$ cat src/rtl/linproj_out_writer_if.sv
// Tile stream from the multi-matmul array into the linear-projection output writer.
interface linproj_out_writer_if #(
    parameter int unsigned TILE_W = 512
);
    logic              s_valid;
    logic              s_ready;
    logic [TILE_W-1:0] s_data;

    modport master (output s_valid, output s_data, input s_ready);
    modport slave  (input s_valid, input s_data, output s_ready);
endinterface

$ cat src/rtl/linproj_out_writer.sv
// Serializes C tiles from the matmul array into the output BRAM, one slice per cycle, row-major.
// Optional feature: define LINPROJ_OUT_SKID_EN for a one-tile pending register (back-to-back tiles).
module linproj_out_writer #(
    parameter int unsigned WIDTH_OUT      = 16,
    parameter int unsigned CHUNK_SIZE     = 4,
    parameter int unsigned NUM_CORES_A    = 2,
    parameter int unsigned NUM_CORES_B    = 1,
    parameter int unsigned TOTAL_MODULES  = 4,
    parameter int unsigned ROW_SIZE_MAT_C = 2,
    parameter int unsigned COL_SIZE_MAT_C = 2,
    localparam int unsigned SLICE_W  = WIDTH_OUT*CHUNK_SIZE*NUM_CORES_A*NUM_CORES_B,
    localparam int unsigned TILE_W   = SLICE_W*TOTAL_MODULES,
    localparam int unsigned MAX_FLAG = ROW_SIZE_MAT_C*COL_SIZE_MAT_C,
    localparam int unsigned ADDR_W   = (MAX_FLAG*TOTAL_MODULES > 1) ? $clog2(MAX_FLAG*TOTAL_MODULES) : 1
) (
    input  logic                       clk,
    input  logic                       rst_n,
    input  logic                       start,
    linproj_out_writer_if.slave        tile,
    output logic                       wr_en,
    output logic [ADDR_W-1:0]          wr_addr,
    output logic [SLICE_W-1:0]         wr_data,
    output logic                       busy,
    output logic                       done
);

    localparam int unsigned TIDX_W = (MAX_FLAG > 1) ? $clog2(MAX_FLAG) : 1;
    localparam int unsigned SIDX_W = (TOTAL_MODULES > 1) ? $clog2(TOTAL_MODULES) : 1;

    typedef enum logic [1:0] {IDLE, ACCEPT, WRITE, DONE} state_t;

    state_t              state;
    logic                s_ready_q;
    logic [TILE_W-1:0]   tile_reg;
    logic [TIDX_W-1:0]   tile_idx;
    logic [SIDX_W-1:0]   slice_idx;

    logic                xfer_c;
    logic                emit_c;
    logic [SIDX_W-1:0]   emit_slice_c;
    logic [TILE_W-1:0]   emit_src_c;
    logic                tile_end_c;
    logic                last_tile_c;

`ifdef LINPROJ_OUT_SKID_EN
    localparam int unsigned ACC_W = $clog2(MAX_FLAG+1);

    logic [TILE_W-1:0]   pend_reg;
    logic                pend_full;
    logic [ACC_W-1:0]    acc_cnt;
    logic                more_c;

    // Room for another tile once this cycle's transfer (if any) is counted.
    assign more_c = (acc_cnt + ACC_W'(xfer_c)) < ACC_W'(MAX_FLAG);
`endif

    assign tile.s_ready = s_ready_q;
    assign xfer_c       = tile.s_valid && s_ready_q;
    assign last_tile_c  = (tile_idx == TIDX_W'(MAX_FLAG-1));

    // Slice 0 goes out straight from the bus on the accepting edge; the rest come from tile_reg.
    always_comb begin
        emit_c       = 1'b0;
        emit_slice_c = '0;
        emit_src_c   = tile_reg;
        if (state == ACCEPT && xfer_c) begin
            emit_c     = 1'b1;
            emit_src_c = tile.s_data;
        end else if (state == WRITE) begin
            emit_c       = 1'b1;
            emit_slice_c = slice_idx;
        end
    end

    assign tile_end_c = emit_c && (emit_slice_c == SIDX_W'(TOTAL_MODULES-1));

    always_ff @(posedge clk or negedge rst_n) begin
        if (!rst_n) begin
            state     <= IDLE;
            s_ready_q <= 1'b0;
            tile_reg  <= '0;
            tile_idx  <= '0;
            slice_idx <= '0;
            wr_en     <= 1'b0;
            wr_addr   <= '0;
            wr_data   <= '0;
            busy      <= 1'b0;
            done      <= 1'b0;
`ifdef LINPROJ_OUT_SKID_EN
            pend_reg  <= '0;
            pend_full <= 1'b0;
            acc_cnt   <= '0;
`endif
        end else begin
            wr_en <= 1'b0;
            if (emit_c) begin
                wr_en   <= 1'b1;
                wr_addr <= ADDR_W'(tile_idx) * ADDR_W'(TOTAL_MODULES) + ADDR_W'(emit_slice_c);
                wr_data <= emit_src_c[32'(emit_slice_c)*SLICE_W +: SLICE_W];
            end
`ifdef LINPROJ_OUT_SKID_EN
            if (xfer_c) acc_cnt <= acc_cnt + ACC_W'(1);
`endif

            case (state)
                IDLE, DONE: begin
                    if (state == DONE) begin
                        busy <= 1'b0;
                        done <= 1'b1;
                    end
                    s_ready_q <= 1'b0;
                    if (start) begin
                        state     <= ACCEPT;
                        tile_idx  <= '0;
                        slice_idx <= '0;
                        s_ready_q <= 1'b1;
                        busy      <= 1'b1;
                        done      <= 1'b0;
`ifdef LINPROJ_OUT_SKID_EN
                        pend_full <= 1'b0;
                        acc_cnt   <= '0;
`endif
                    end
                end
                ACCEPT: begin
                    s_ready_q <= 1'b1;
                    if (xfer_c) begin
                        tile_reg  <= tile.s_data;
                        slice_idx <= SIDX_W'(1);
                        state     <= WRITE;
`ifdef LINPROJ_OUT_SKID_EN
                        s_ready_q <= more_c;
`else
                        s_ready_q <= 1'b0;
`endif
                    end
                end
                WRITE: begin
                    slice_idx <= slice_idx + SIDX_W'(1);
`ifdef LINPROJ_OUT_SKID_EN
                    if (xfer_c) begin
                        pend_reg  <= tile.s_data;
                        pend_full <= 1'b1;
                        s_ready_q <= 1'b0;
                    end
`endif
                end
                default: state <= IDLE;
            endcase

            // Tile boundary: finish the pass, chain the next tile, or go back for one.
            if (tile_end_c) begin
                slice_idx <= '0;
                if (last_tile_c) begin
                    state     <= DONE;
                    s_ready_q <= 1'b0;
                end else begin
                    tile_idx <= tile_idx + TIDX_W'(1);
`ifdef LINPROJ_OUT_SKID_EN
                    pend_full <= 1'b0;
                    s_ready_q <= more_c;
                    if (pend_full) begin
                        tile_reg <= pend_reg;
                        state    <= WRITE;
                    end else if (xfer_c && state == WRITE) begin
                        tile_reg <= tile.s_data;
                        state    <= WRITE;
                    end else begin
                        state <= ACCEPT;
                    end
`else
                    state     <= ACCEPT;
                    s_ready_q <= 1'b0;
`endif
                end
            end
        end
    end

endmodule

$ cat src/flat_wrapper.sv
// flat-port wrapper written by rule: the top's interface ports become plain ports
module linproj_out_writer_flat 
#(
    parameter int unsigned WIDTH_OUT      = 16,
    parameter int unsigned CHUNK_SIZE     = 4,
    parameter int unsigned NUM_CORES_A    = 2,
    parameter int unsigned NUM_CORES_B    = 1,
    parameter int unsigned TOTAL_MODULES  = 4,
    parameter int unsigned ROW_SIZE_MAT_C = 2,
    parameter int unsigned COL_SIZE_MAT_C = 2,
    localparam int unsigned SLICE_W  = WIDTH_OUT*CHUNK_SIZE*NUM_CORES_A*NUM_CORES_B,
    localparam int unsigned TILE_W   = SLICE_W*TOTAL_MODULES,
    localparam int unsigned MAX_FLAG = ROW_SIZE_MAT_C*COL_SIZE_MAT_C,
    localparam int unsigned ADDR_W   = (MAX_FLAG*TOTAL_MODULES > 1) ? $clog2(MAX_FLAG*TOTAL_MODULES) : 1
)
  (clk, rst_n, start, wr_en, wr_addr, wr_data, busy, done, tile_s_valid, tile_s_data, tile_s_ready);
  linproj_out_writer_if #(.TILE_W((512))) tile_i ();
  input  logic clk;
  input  logic rst_n;
  input  logic start;
  output logic wr_en;
  output logic [ADDR_W-1:0] wr_addr;
  output logic [SLICE_W-1:0] wr_data;
  output logic busy;
  output logic done;
  input wire logic [$bits(tile_i.s_valid)-1:0] tile_s_valid;
  input wire logic [$bits(tile_i.s_data)-1:0] tile_s_data;
  output wire logic [$bits(tile_i.s_ready)-1:0] tile_s_ready;
  assign tile_i.s_valid = tile_s_valid;
  assign tile_i.s_data = tile_s_data;
  assign tile_s_ready = tile_i.s_ready;
  linproj_out_writer #(.WIDTH_OUT(WIDTH_OUT), .CHUNK_SIZE(CHUNK_SIZE), .NUM_CORES_A(NUM_CORES_A), .NUM_CORES_B(NUM_CORES_B), .TOTAL_MODULES(TOTAL_MODULES), .ROW_SIZE_MAT_C(ROW_SIZE_MAT_C), .COL_SIZE_MAT_C(COL_SIZE_MAT_C)) u_core (.clk(clk), .rst_n(rst_n), .start(start), .tile(tile_i), .wr_en(wr_en), .wr_addr(wr_addr), .wr_data(wr_data), .busy(busy), .done(done));
endmodule
$ cat config.mk
export PLATFORM = sky130hd
export DESIGN_NAME = linproj_out_writer_flat
export DESIGN_NICKNAME = d
export VERILOG_FILES = /design/src/rtl/linproj_out_writer_if.sv /design/src/rtl/linproj_out_writer.sv /design/src/flat_wrapper.sv
export SDC_FILE = /design/constraint.sdc
export NUM_CORES = 1
export LEC_CHECK = 0
export CORE_MARGIN = 2
export CORE_UTILIZATION = 47
export DETAILED_ROUTE_END_ITERATION = 8
export GPL_ROUTABILITY_DRIVEN = 0
export PLACE_DENSITY = 0.81
export SYNTH_ARGS = -nofsm -noshare
export SYNTH_HDL_FRONTEND = slang
export SYNTH_SLANG_ARGS = --single-unit
$ cat constraint.sdc
create_clock -name clk -period 1.6 [get_ports clk]
set_input_delay 0.16 -clock clk [delete_from_list [all_inputs] [get_ports clk]]
set_output_delay 0.16 -clock clk [all_outputs]
set_load 0.02 [all_outputs]
==> flow_summary.toml, run 1 <==
[cells_and_area]
multiInputGateArea_um2 = 15200
final_cell_mix = "nand2_1, dfrtp_1, clkdlybuf4s50_1"
drive_above_1_share_pct = 21.2
fill_cells = 3902
layout.area.seq_um2 = 16400
largest_register_ffs = 512
area_growth_syn_to_layout_pct = 55.6
final_common_cell = "nand2_1"
layout.nets = 4752

[cts]
cts_root_buffer = "clkbuf_16"
htreeDepth = 3
cts_sinks = 654
cts_max_path_buffers = 3
cts_buffers = 73
clk_latency_ns = 0.63
path_clk_slew_ns = 0.07
cts_tree = "built"

[synthesis]
avgSynthCellArea_um2 = 8.89
synth_edf_count = 0
ys_seq_area_share_pct = 53.7
ys_top_cells_by_area = "dfrtp_1, nand2_1, mux2i_1"
synth_seq_cells = 654
synth_cells = 3430
synth_nets = 3950
async_reset_ff_share_pct = 100
synth_ff_type = "dfrtp_1"
synth.distinct_cells = 38
synth.largest_area_cell = "dfrtp_1"
yosysTopAreaCellShare_pct = 53.7
syn_area_um2 = 30500
yosysWarnings = 0

[timing]
finalClockSkew_ns = 0.0332
hold_slack_ns = 0.0579
finalWorstSetupSlack_ns = -0.419
period_share_pct = 126
period_needed_ns = 2.02
maxSlewViolCount = 0
worst_slew_pin_slew_ns = 0.959
fin_setup_tns_ns = -183.96
rsz0062_at_grt = "yes"
final-setup-viol-count = 763
relSlewSlack_pct = 35.9
clock.fmax_mhz = 495
hold_viol_final = 0

[worst_hold_path]
hold_path_end = "u_core.tile_reg[487]"
whs_path_depth = 3
hp-class = "in -> reg"
hp-start = "tile_s_data[487]"

[worst_setup_path]
reg2reg_to = "u_core.wr_data[101]"
startpoint = "u_core.state[0]"
max_stage_delay_ns = 0.45
r2r_start = "u_core.state[0]"
cp_data_required_time_ns = 2.09
worst-path-buf-inv = 3
arrival_ns = 2.51
r2r_cells = 7
crit_type = "reg -> reg"
crit_slowest_cell = "o31ai_1"
reg2reg_slack_ns = -0.42
crit_family = "compound AO/OA/AOI/OAI gates"
cp-end-kind = "flip-flop"
critPathMaxFanout = 41
cp-start-kind = "flip-flop"
path_cells = "inv_2, ha_4, buf_12, buf_16, and3_1, o31ai_1, o221ai_2"

[die]
core_region_area_um2 = 64300
initial_core_util_pct = 47.4
rows = 93
die_h_um = 259
fp.dieW_um = 259
io_pins = 652
die_area_um2 = 66900

[pwr]
power.total_mw = 90.8
p_leak_nw = 22.9
power_density_nw_per_um2 = 1910
ir_drop_uv = 1400

[route]
detail-route-antenna-nets = 0
drt_pass1_iterations = 6
vias = 31467
drt_iter0_markers = 3657
viasPerCell = 6.12
drt_wl_total_mm = 129
wl_per_cell_um = 25.0
drc = 0

[global_routing]
overflow = 0
grt_pass1_wl_mm = 169
grt_max_degree = 94
grt_pass1_vias = 29674
grtUsageTotal_pct = 32.3
antenna_found_initial = 13

[status]
outcome = "finished, violations left"
violations = "negative setup slack"

[placement]
io_buffer_count = 651
hpwlAfterDp_mm = 71.0

[flow_run]
max_cap_violations = 0
==> through the flow <==
step	worst slack, ns	instance area [µm²]	util, %	instances
6_report	-0.419	47400	73.7	5144
5_1_grt	-0.453	47400	73.7	5144
4_1_cts	-0.312	43800	68.1	5062
3_5_place_dp	-0.317	39900	62.0	4894
3_3_place_gp	-0.252	39900	62.0	4894
2_1_floorplan	-0.0503	30800	-	3430
==> synthesized netlist by cell type (3+ instances only) <==
cell and instances:
nand2_1 1675, and3_1 128, mux2i_1 131, inv_1 5, clkbuf_1 173, a21oi_1 4, nand3_1 3, dfrtp_1 654
o221ai_1 130, o31ai_1 128, ha_1 4, buf_2 106, buf_4 5, a21boi_0 128, nand4b_1 129
==> area by class of cell <==
class | count | share of cell area [%]
Antenna cell | 9 | 0.0475
Clock buffer | 102 | 4.45
Clock inverter | 21 | 0.812
Inverter | 5 | 0.0396
Multi-Input combinational cell | 2483 | 32.1
Sequential cell | 654 | 34.5
Tap cell | 855 | 2.25
Timing Repair Buffer | 1015 | 25.8
==> worst max path at each step <==
stage / end / slack, ns / depth (start not counted)
6_report: u_core.wr_data[101] / -0.42 / 7
5_1_grt: wr_data[81] / -0.45 / 1
4_1_cts: u_core.wr_data[0] / -0.31 / 9
3_5_place_dp: u_core.wr_data[119] / -0.32 / 7
3_3_place_gp: u_core.wr_data[34] / -0.25 / 7
2_1_floorplan: u_core.slice_idx[1] / -0.05 / 7
==> power by group <==
| part | total [mW] | switching, mW | internal [mW] | leakage, nW |
|---|---|---|---|---|
| Combinational | 43.1 | 23.2 | 19.9 | 13.5 |
| Clock | 17.9 | 7.22 | 10.7 | 1.22 |
| Sequential | 29.7 | 5.82 | 23.9 | 8.27 |
| Total | 90.8 | 36.2 | 54.6 | 22.9 |
==> worst register-to-register path: cells and delay by family, from the launching register on <==
family / cells / cell delay [ns]
AOI/OAI and AO/OA: 2 / 0.63
adders and majority gates: 1 / 0.22
buffers and inverters: 3 / 0.41
DFF: 1 / 0.42
and+or+nand+nor: 1 / 0.22
==> metal layers <==
metal	vias up	GRT usage [%]	part of all wire, %
met5	-	0	0.043
met4	8	15.8	6.7
met3	607	5.64	9.9
met2	2328	53.1	48
met1	15378	41.6	36
li1	13146	-	-
==> what timing repair did <==
| item | in CTS | in global routing |
|---|---|---|
| hold endpoints to repair | 630 | 0 |
| hold buffers | 2 | 0 |
| endpoints found under the setup margin | 783 | 778 |
| buffers inserted | 23 | 24 |
| gates cloned | 21 | 53 |
| gates resized for setup | 172 | 571 |
| pin swaps | 41 | 318 |
==> logic make-up after synthesis <==
family	Yosys count	share of synthesized area [%]
adder cells (fa/ha/maj)	4	0.164
AO/OA/AOI/OAI	400	10.4
flip-flops	654	53.7
AND/OR/NAND/NOR	1945	27.2
multiplexers	133	4.37
buffers and inverters	294	4.18
(Power assumes the default switching activity.)
==> inputs of run 2 (changes only) <==
--- a/config.mk
+++ b/config.mk
@@ -5,7 +5,7 @@
 export SDC_FILE = /design/constraint.sdc
 export NUM_CORES = 1
 export LEC_CHECK = 0
-export CORE_MARGIN = 2
+export CORE_MARGIN = 3
 export CORE_UTILIZATION = 47
 export DETAILED_ROUTE_END_ITERATION = 8
 export GPL_ROUTABILITY_DRIVEN = 0
==> constraint.sdc (replaced) <==
create_clock -name clk -period 1.6 [get_ports clk]
set_input_delay 0.32 -clock clk [delete_from_list [all_inputs] [get_ports clk]]
set_output_delay 0.32 -clock clk [all_outputs]
set_load 0.02 [all_outputs]
==> flow_summary.toml, run 2 (same netlist as run 1, synthesis figures left out) <==
[pwr]
p_sw_share_pct = 39.0
p_switching_mw = 31.8
p_leak_nw = 21.9
ir_drop_uv = 1020
seqPwrFrac_pct = 34.7
pwr-share-comb_pct = 44.1
p_clk_share_pct = 21.3
p_int_mw = 49.6
power.total_mw = 81.4
power_density_nw_per_um2 = 1890

[placement]
hpwlAfterDp_mm = 71.7
io_buffer_count = 651

[die]
die_h_um = 261
fp.dieW_um = 261
core_region_area_um2 = 63700
io_pins = 652
initial_core_util_pct = 47.9
die_area_um2 = 68000
rows = 92

[worst_setup_path]
cp_data_required_time_ns = 2.05
r2r_start = "u_core.state[0]"
cp-end-kind = "flip-flop"
critPathMaxFanout = 11
arrival_ns = 2.35
cp-start-kind = "flip-flop"
startpoint = "u_core.state[0]"
crit_type = "reg -> reg"

[global_routing]
grt_pass1_wl_mm = 161
grt_pass1_vias = 28807
overflow = 0
grt_max_degree = 77
grtUsageTotal_pct = 30.2
antenna_found_initial = 15

[cts]
cts_sinks = 654
cts_buffers = 72
cts_root_buffer = "clkbuf_16"
cts_max_path_buffers = 3
htreeDepth = 3
path_clk_slew_ns = 0.06
cts_tree = "built"
clk_latency_ns = 0.61

[cells_and_area]
drive_above_1_share_pct = 15.1
largest_register_ffs = 512
final_common_cell = "nand2_1"
final_cell_mix = "nand2_1, dfrtp_1, clkdlybuf4s50_1"
fill_cells = 4731
area_growth_syn_to_layout_pct = 41.6
layout.nets = 4662

[route]
detail-route-antenna-nets = 0
vias = 29314
drc = 0
drt_iter0_markers = 2935
wl_per_cell_um = 22.3
drt_pass1_iterations = 7
viasPerCell = 5.79
drt_wl_total_mm = 113

[timing]
period_needed_ns = 1.89
hold_slack_ns = 0.191
finalClockSkew_ns = 0.0252
worst_slew_pin_slew_ns = 0.493
final-setup-viol-count = 623
hold_viol_final = 0
clock.fmax_mhz = 528
finalWorstSetupSlack_ns = -0.293
relSlewSlack_pct = 66.9
maxSlewViolCount = 0
period_share_pct = 118
rsz0062_at_grt = "yes"

[status]
violations = "negative setup slack"
outcome = "finished, violations left"

[flow_run]
max_cap_violations = 0

[worst_hold_path]
hp-class = "in -> async"
[run 2: area by class of cell]
class                      count  area, µm²  area share (%)
antenna                       16       40.0          0.0927
clock inverter                29        378           0.875
timing repair buffer         927       9730            22.5
sequential                   654      16400            37.9
multi-input combinational   2482      13500            31.3
clock buffer                 100       2070            4.79
tap                          846       1060            2.45
inverter                       5       18.8          0.0435
[run 2: timing repair]
item                                    CTS  global route
endpoints found under the setup margin  781           657
endpoints found under the hold margin   362             0
gates cloned                              3            21
setup buffers                            10             6
hold buffers                              1             0
gates resized for setup                 576           104
pin swaps                                 1             8
[run 2: worst paths after layout]
kind / slack [ns] / depth (start not counted) / to
worst max-delay path: -0.29 / 8 / u_core.wr_data[90]
worst min-delay path: 0.19 / 2 / u_core.tile_reg[488]
worst max register to register: -0.29 / 8 / u_core.wr_data[90]
worst min register to register: 0.47 / 2 / u_core.tile_reg[98]
max in group asynchronous: 0.59 / 3 / u_core.tile_reg[440]
min in group clk: 0.23 / 3 / u_core.tile_reg[286]
[run 2: worst max-delay path, cell delays in order (launching register included)]
cell	delay [ns]
dfrtp_1	0.41
buf_6	0.13
ha_4	0.15
and3_4	0.19
buf_12	0.14
a21oi_4	0.17
buf_12	0.22
buf_16	0.18
o221ai_1	0.15
[run 2: metrics by stage]
step	std cells	cell area [µm²]	util, %	setup TNS, ns	setup slack, ns
floorplan	3430	30800	-	-4.42	-0.0503
global placement	4873	39700	62.3	-80.61	-0.290
detailed placement	4873	39700	62.3	-106.73	-0.327
CTS	5016	42000	66.0	-80.46	-0.288
global route	5055	43200	67.8	-126.26	-0.383
finish	5059	43200	67.8	-71.19	-0.293
[run 2: power by group through the flow]
stage	registers (mW)	logic [mW]	clock network [mW]
6_report	28.2	35.9	17.3
3_3_place_gp	27.8	30.9	0
2_1_floorplan	28.5	16.8	0
4_1_cts	27.9	32.2	17.5
5_1_grt	28.8	38.7	18.2
3_5_place_dp	28.1	31.8	0
[run 2: metal layers]
layer | part of all wire [%] | track usage [%] | vias to the layer above
met5 | 0.012 | 0 | -
met4 | 5.3 | 14.2 | 2
met3 | 8.7 | 5.82 | 347
met2 | 48 | 50.0 | 1617
met1 | 38 | 38.3 | 14401
li1 | - | - | 12947
